`src/rtl/fft_pkg.sv`:
```
// Shared sizing and FSM encoding for the FFT peak detector.
package fft_pkg;
  localparam int FFT_SIZE_DEF = 2048;
  localparam int BIN_W        = $clog2(FFT_SIZE_DEF);
  localparam int MAG_W        = 32;
  localparam int SAMP_W       = 16;

  typedef enum logic [1:0] {
    ST_ACCUM = 2'd0,
    ST_DRAIN = 2'd1,
    ST_HOLD  = 2'd2
  } state_t;
endpackage

```
`src/rtl/cplx_mag_sq.sv`:
```
// Three-stage |x|^2 pipeline (capture, squares, sum) with valid/last/bin sideband.
module cplx_mag_sq
  import fft_pkg::*;
#(
  parameter int W_BIN = BIN_W
) (
  input  logic                     clk,
  input  logic                     reset,
  input  logic                     in_valid,
  input  logic                     in_last,
  input  logic [W_BIN-1:0]         in_bin,
  input  logic signed [SAMP_W-1:0] in_re,
  input  logic signed [SAMP_W-1:0] in_im,
  output logic                     out_valid,
  output logic                     out_last,
  output logic [W_BIN-1:0]         out_bin,
  output logic [MAG_W-1:0]         out_mag
);
  logic                     s1_valid, s1_last, s2_valid, s2_last;
  logic [W_BIN-1:0]         s1_bin, s2_bin;
  logic signed [SAMP_W-1:0] s1_re, s1_im;
  logic signed [MAG_W-1:0]  sq_re, sq_im;
  logic [MAG_W-1:0]         s2_re2, s2_im2;

  // Each square is at most 2^30, so the 32-bit product and the sum never overflow.
  assign sq_re = MAG_W'(s1_re) * MAG_W'(s1_re);
  assign sq_im = MAG_W'(s1_im) * MAG_W'(s1_im);

  always_ff @(posedge clk) begin
    if (!reset) begin
      s1_valid  <= 1'b0;
      s1_last   <= 1'b0;
      s2_valid  <= 1'b0;
      s2_last   <= 1'b0;
      out_valid <= 1'b0;
      out_last  <= 1'b0;
    end else begin
      s1_valid  <= in_valid;
      s1_last   <= in_last;
      s2_valid  <= s1_valid;
      s2_last   <= s1_last;
      out_valid <= s2_valid;
      out_last  <= s2_last;
    end
  end

  always_ff @(posedge clk) begin
    s1_re   <= in_re;
    s1_im   <= in_im;
    s1_bin  <= in_bin;
    s2_re2  <= $unsigned(sq_re);
    s2_im2  <= $unsigned(sq_im);
    s2_bin  <= s1_bin;
    out_mag <= s2_re2 + s2_im2;
    out_bin <= s2_bin;
  end
endmodule

```
`src/rtl/fft_peak_detect.sv`:
```
// Finds the largest-magnitude bin of each FFT frame and holds it until consumed.
// state | meaning
// ACCUM | accepting beats of the current frame
// DRAIN | frame end seen, waiting for the magnitude pipeline to empty
// HOLD  | result presented on peak_*, waiting for peak_ready
module fft_peak_detect
  import fft_pkg::*;
#(
  parameter int FFT_SIZE = FFT_SIZE_DEF,
  parameter int BIN_LO   = 1
) (
  input  logic                        clk,
  input  logic                        reset,
  input  logic [31:0]                 s_tdata,
  input  logic                        s_tvalid,
  input  logic                        s_tlast,
  output logic                        s_tready,
  output logic [$clog2(FFT_SIZE)-1:0] peak_bin,
  output logic [MAG_W-1:0]            peak_mag,
  output logic                        frame_err,
  output logic                        peak_valid,
  input  logic                        peak_ready
);
  localparam int BW = $clog2(FFT_SIZE);
  localparam logic [BW-1:0] IDX_LAST = BW'(FFT_SIZE - 1);
  localparam logic [BW-1:0] IDX_LO   = BW'(BIN_LO);
  localparam logic [BW-1:0] IDX_HALF = BW'(FFT_SIZE / 2);

  state_t           state, state_nxt;
  logic [BW-1:0]    bin_idx, max_bin, m_bin;
  logic [MAG_W-1:0] max_mag, m_mag;
  logic             accept, at_last, frame_end, cand;
  logic             err_pend, drained, m_valid, m_last;

  assign s_tready   = reset && (state == ST_ACCUM);
  assign peak_valid = (state == ST_HOLD);
  assign accept     = s_tvalid && s_tready;
  assign at_last    = (bin_idx == IDX_LAST);
  assign frame_end  = s_tlast || at_last;
  assign cand       = (bin_idx >= IDX_LO) && (bin_idx < IDX_HALF);

  cplx_mag_sq #(.W_BIN(BW)) u_mag (
    .clk      (clk),
    .reset    (reset),
    .in_valid (accept && cand),
    .in_last  (accept && frame_end),
    .in_bin   (bin_idx),
    .in_re    ($signed(s_tdata[15:0])),
    .in_im    ($signed(s_tdata[31:16])),
    .out_valid(m_valid),
    .out_last (m_last),
    .out_bin  (m_bin),
    .out_mag  (m_mag)
  );

  always_ff @(posedge clk) begin
    if (!reset) state <= ST_ACCUM;
    else        state <= state_nxt;
  end

  always_comb begin
    state_nxt = state;
    unique case (state)
      ST_ACCUM: if (accept && frame_end) state_nxt = ST_DRAIN;
      ST_DRAIN: if (drained)             state_nxt = ST_HOLD;
      ST_HOLD:  if (peak_ready)          state_nxt = ST_ACCUM;
      default:                           state_nxt = ST_ACCUM;
    endcase
  end

  always_ff @(posedge clk) begin
    if (!reset) begin
      bin_idx   <= '0;
      err_pend  <= 1'b0;
      drained   <= 1'b0;
      max_bin   <= IDX_LO;
      max_mag   <= '0;
      peak_bin  <= '0;
      peak_mag  <= '0;
      frame_err <= 1'b0;
    end else begin
      drained <= m_last;
      if (accept) begin
        bin_idx <= frame_end ? '0 : bin_idx + BW'(1);
        if (frame_end) err_pend <= s_tlast ^ at_last;
      end
      // Publish on the same edge HOLD is entered, and rearm the running max.
      if (drained) begin
        peak_bin  <= max_bin;
        peak_mag  <= max_mag;
        frame_err <= err_pend;
        max_bin   <= IDX_LO;
        max_mag   <= '0;
      end else if (m_valid && (m_mag > max_mag)) begin
        max_bin <= m_bin;
        max_mag <= m_mag;
      end
    end
  end
endmodule
```
`config.mk`:
```
export PLATFORM = sky130hd
export DESIGN_NAME = fft_peak_detect
export DESIGN_NICKNAME = d
export VERILOG_FILES = /design/src/rtl/fft_pkg.sv /design/src/rtl/cplx_mag_sq.sv /design/src/rtl/fft_peak_detect.sv
export SDC_FILE = /design/constraint.sdc
export NUM_CORES = 2
export LEC_CHECK = 0
export CELL_PAD_IN_SITES_DETAIL_PLACEMENT = 2
export CELL_PAD_IN_SITES_GLOBAL_PLACEMENT = 2
export CORE_MARGIN = 8
export CORE_UTILIZATION = 45
export DETAILED_ROUTE_END_ITERATION = 6
export PLACE_DENSITY = 0.89
export SLEW_MARGIN = 25
export SYNTH_ARGS = -nofsm -noshare
export SYNTH_HDL_FRONTEND = slang
export SYNTH_SLANG_ARGS = --single-unit
```
`constraint.sdc`:
```
create_clock -name clk -period 10.33 [get_ports clk]
set_clock_uncertainty 0.2 [all_clocks]
set_input_delay 1.033 -clock clk [delete_from_list [all_inputs] [get_ports clk]]
set_output_delay 1.033 -clock clk [all_outputs]
set_load 0.02 [all_outputs]
```
==> results.toml <==
[critical_path]
path_depth = 22
rrSetupSlack_ns = 1.98
timing.rr.end = "u_mag.s2_re2[29]"
crit_end = "u_mag.s2_re2[29]"
setup.worst_path.class = "flop to flop"
crit_path_cell_trace = "inv_1 -> nor2_1 -> xnor2_1 -> ha_1 -> inv_1 -> fa_1 -> fa_1 -> inv_1 -> fa_1 -> fa_1 -> inv_1 -> fa_1 -> inv_1 -> ha_1 -> and4_1 -> nand2_1 -> o31ai_1 -> o21ai_0 -> a21oi_1 -> nand4_1 -> nor2b_1 -> xnor2_1"
r2r_start = "u_mag.s1_re[2]"
crit_arrival_ns = 8.60
crit_buf_inv = 5
critPathTopFamily = "adder cells"
crit_path_end_kind = "flop"
cp-start-kind = "flop"
slowest_delay_ns = 0.90
cpMaxStageDelayCell = "dfxtp_1"
path_max_fanout = 17
reg2regPathDepth = 22
crit_start = "u_mag.s1_re[2]"
crit_required_ns = 10.58

[yosys]
synthAdderAreaFrac_pct = 45.80
yosysTopAreaCell = "fa_1"
synth-compound-area-share_pct = 8.130
synth_common_cells = "inv_1, fa_1, dfxtp_1"
ys_ff_latch = 267
yosys.cell_count.top_type = "inv_1"
synth-simple-area-share_pct = 10.51
synth_top_area_share_pct = 34.51
yosysWarnings = 0
ys_seq_area_share_pct = 19.69
synth-edff-count = 0
synth-xor-area-share_pct = 3.839
ys.flop_type = "dfxtp_1"
synth_cell_types = 64
synth_top_family_by_area = "adder cells"
synth_cells = 2807
synth_area_leaders = "fa_1, dfxtp_1, ha_1"
synth.area.mux_share_pct = 1.696
synth_area_sq_mm = 0.02715
synth_area_per_cell_sq_um = 9.671
postSynthNetCount = 3557
postSynth.asyncResetShare_pct = 0

[clock_tree]
cts_root_buf = "clkbuf_16"
path_clk_slew_ns = 0.07
clk_latency_ns = 0.59
htree_levels = 2
clkSinkCount = 267
postCtsSetupBuffers = 0
post_cts_resized = 0
clockBufferDepth = 3
cts_hold_buf = 0
tritoncts = "yes"
cts_buffers = 34

[final_layout]
final_cell_area_sq_mm = 0.02996
nets = 3601
layout-drive-gt1-share_pct = 3.720
antenna_cells = 0
post-route-util_pct = 49.91
multi_input_area_sq_mm = 0.01900
syn2layout_area_growth_pct = 10.34
fillers = 6158
regArea_sq_mm = 0.005348

[timing]
maxSlewViolCount = 0
post-route-period-util_pct = 80.87
setup_ws_ns = 1.976
finalHoldViolCount = 0
tightest_slew_ns = 1.089
setup_viol = 0
fin_crit_ns = 8.354
slew_headroom_pct = 27.29
final.setup.tns_ns = 0
rsz0062_at_grt = "false"
max_freq_ghz = 0.1197

[floorplanning]
num_io_pins = 83
rows = 90
die_area_sq_mm = 0.06844
core_sq_mm = 0.06002
chipHeight_um = 261.6
initial_core_util_pct = 45.23
fp.dieW_um = 261.6

[drt]
via_count = 21549
drtAntennaViolNets = 0
viasPerCell = 5.891
drc_errors = 0
dr.pass1.iters = 7
drt_iter0_markers = 1360
wl_um = 113700
wl_per_cell_um = 31.09

[placed_design]
gp_congestion = 0.8454
io_buffers = 82
detailed_place_hpwl_um = 74950
dp_slack_ns = 2.587
place_area_sq_mm = 0.02871

[global_route]
grt_pass1_vias = 26832
grt.overflow.total = 0
antenna_found_initial = 1
grt_pass1_wl_um = 173800
grt_max_degree = 56
track_usage_pct = 34.01

[min_path]
hp-class = "flop to flop"

[job]
drv_cap = 0

[run_status]
status = "completed"
==> metrics by stage <==
step	std cells	hold WS, ns
3_3_place_gp	3597	0.1097
6_report	3658	0.1255
4_1_cts	3658	0.1300
5_1_grt	3658	0.1464
2_1_floorplan	2807	0.1096
3_5_place_dp	3597	0.1138
==> flip-flops by register name, indices dropped and copies added, names as in the netlist, 16 cells and up <==
register       flops
peak_mag          32
u_mag.out_mag     32
u_mag.s2_re2      31
u_mag.s1_im       16
u_mag.s1_re       16
max_mag           32
u_mag.s2_im2      31
==> worst min path at each step <==
| stage | startpoint | endpoint | slack [ns] | cells after the start |
|---|---|---|---|---|
| after floorplan | u_mag.s2_bin[0] | u_mag.out_bin[0] | 0.11 | 0 |
| after global placement | u_mag.s2_bin[5] | u_mag.out_bin[5] | 0.11 | 0 |
| after detailed placement | u_mag.s2_bin[3] | u_mag.out_bin[3] | 0.11 | 0 |
| after CTS | u_mag.s2_bin[3] | u_mag.out_bin[3] | 0.13 | 0 |
| after global routing | u_mag.s1_bin[7] | u_mag.s2_bin[7] | 0.15 | 0 |
| final | u_mag.s2_bin[3] | u_mag.out_bin[3] | 0.13 | 0 |
==> logic make-up after synthesis <==
family	after synthesis
AO/OA/AOI/OAI	327
AND/OR/NAND/NOR	592
XOR/XNOR	119
buffers and inverters	743
adder cells (fa/ha/maj)	713
multiplexers	46
flip-flops	267
==> placed cells by master, fill, tap and decap left out, types with 6 or more instances in the layout <==
cell type	Yosys	layout
o21a_1	17	17
fa_1	468	468
o21bai_1	6	6
and2_1	81	81
nor2_1	121	121
dfxtp_1	267	265
clkdlybuf4s50_1	0	82
nand3_1	60	60
clkbuf_16	0	34
nand2b_1	17	17
o211ai_1	46	46
ha_1	245	245
and3_1	16	16
xnor2_1	85	85
a211oi_1	11	11
o21ai_0	38	38
nand4_1	14	14
nor2b_1	61	61
xor2_1	34	34
nor3_1	10	10
a21oi_1	98	98
buf_4	4	14
a21o_1	43	43
a21boi_0	6	6
a31o_2	12	12
mux2i_1	46	46
clkbuf_8	0	7
nand2_1	192	192
inv_1	655	655
==> metal layers <==
metal	GRT usage, %	up-vias	wire length (um)
met5	0	-	13
met4	25.13	2	9708
met3	5.683	576	5338
met2	62.53	987	60000
met1	34.41	11259	38680
li1	-	8725	-
==> area by class of cell <==
| cell class | instances | share of cell area, % |
|---|---|---|
| Multi-Input combinational cell | 1797 | 63.42 |
| Sequential cell | 267 | 17.85 |
| Inverter | 655 | 8.208 |
| Tap cell | 782 | 3.266 |
| Clock buffer | 42 | 3.174 |
| Timing Repair Buffer | 96 | 3.091 |
| Clock inverter | 19 | 0.9899 |
Power is left out: the tool's default activity adds up to more than one toggle a clock period on the data nets, which glitch-free logic cannot reach.
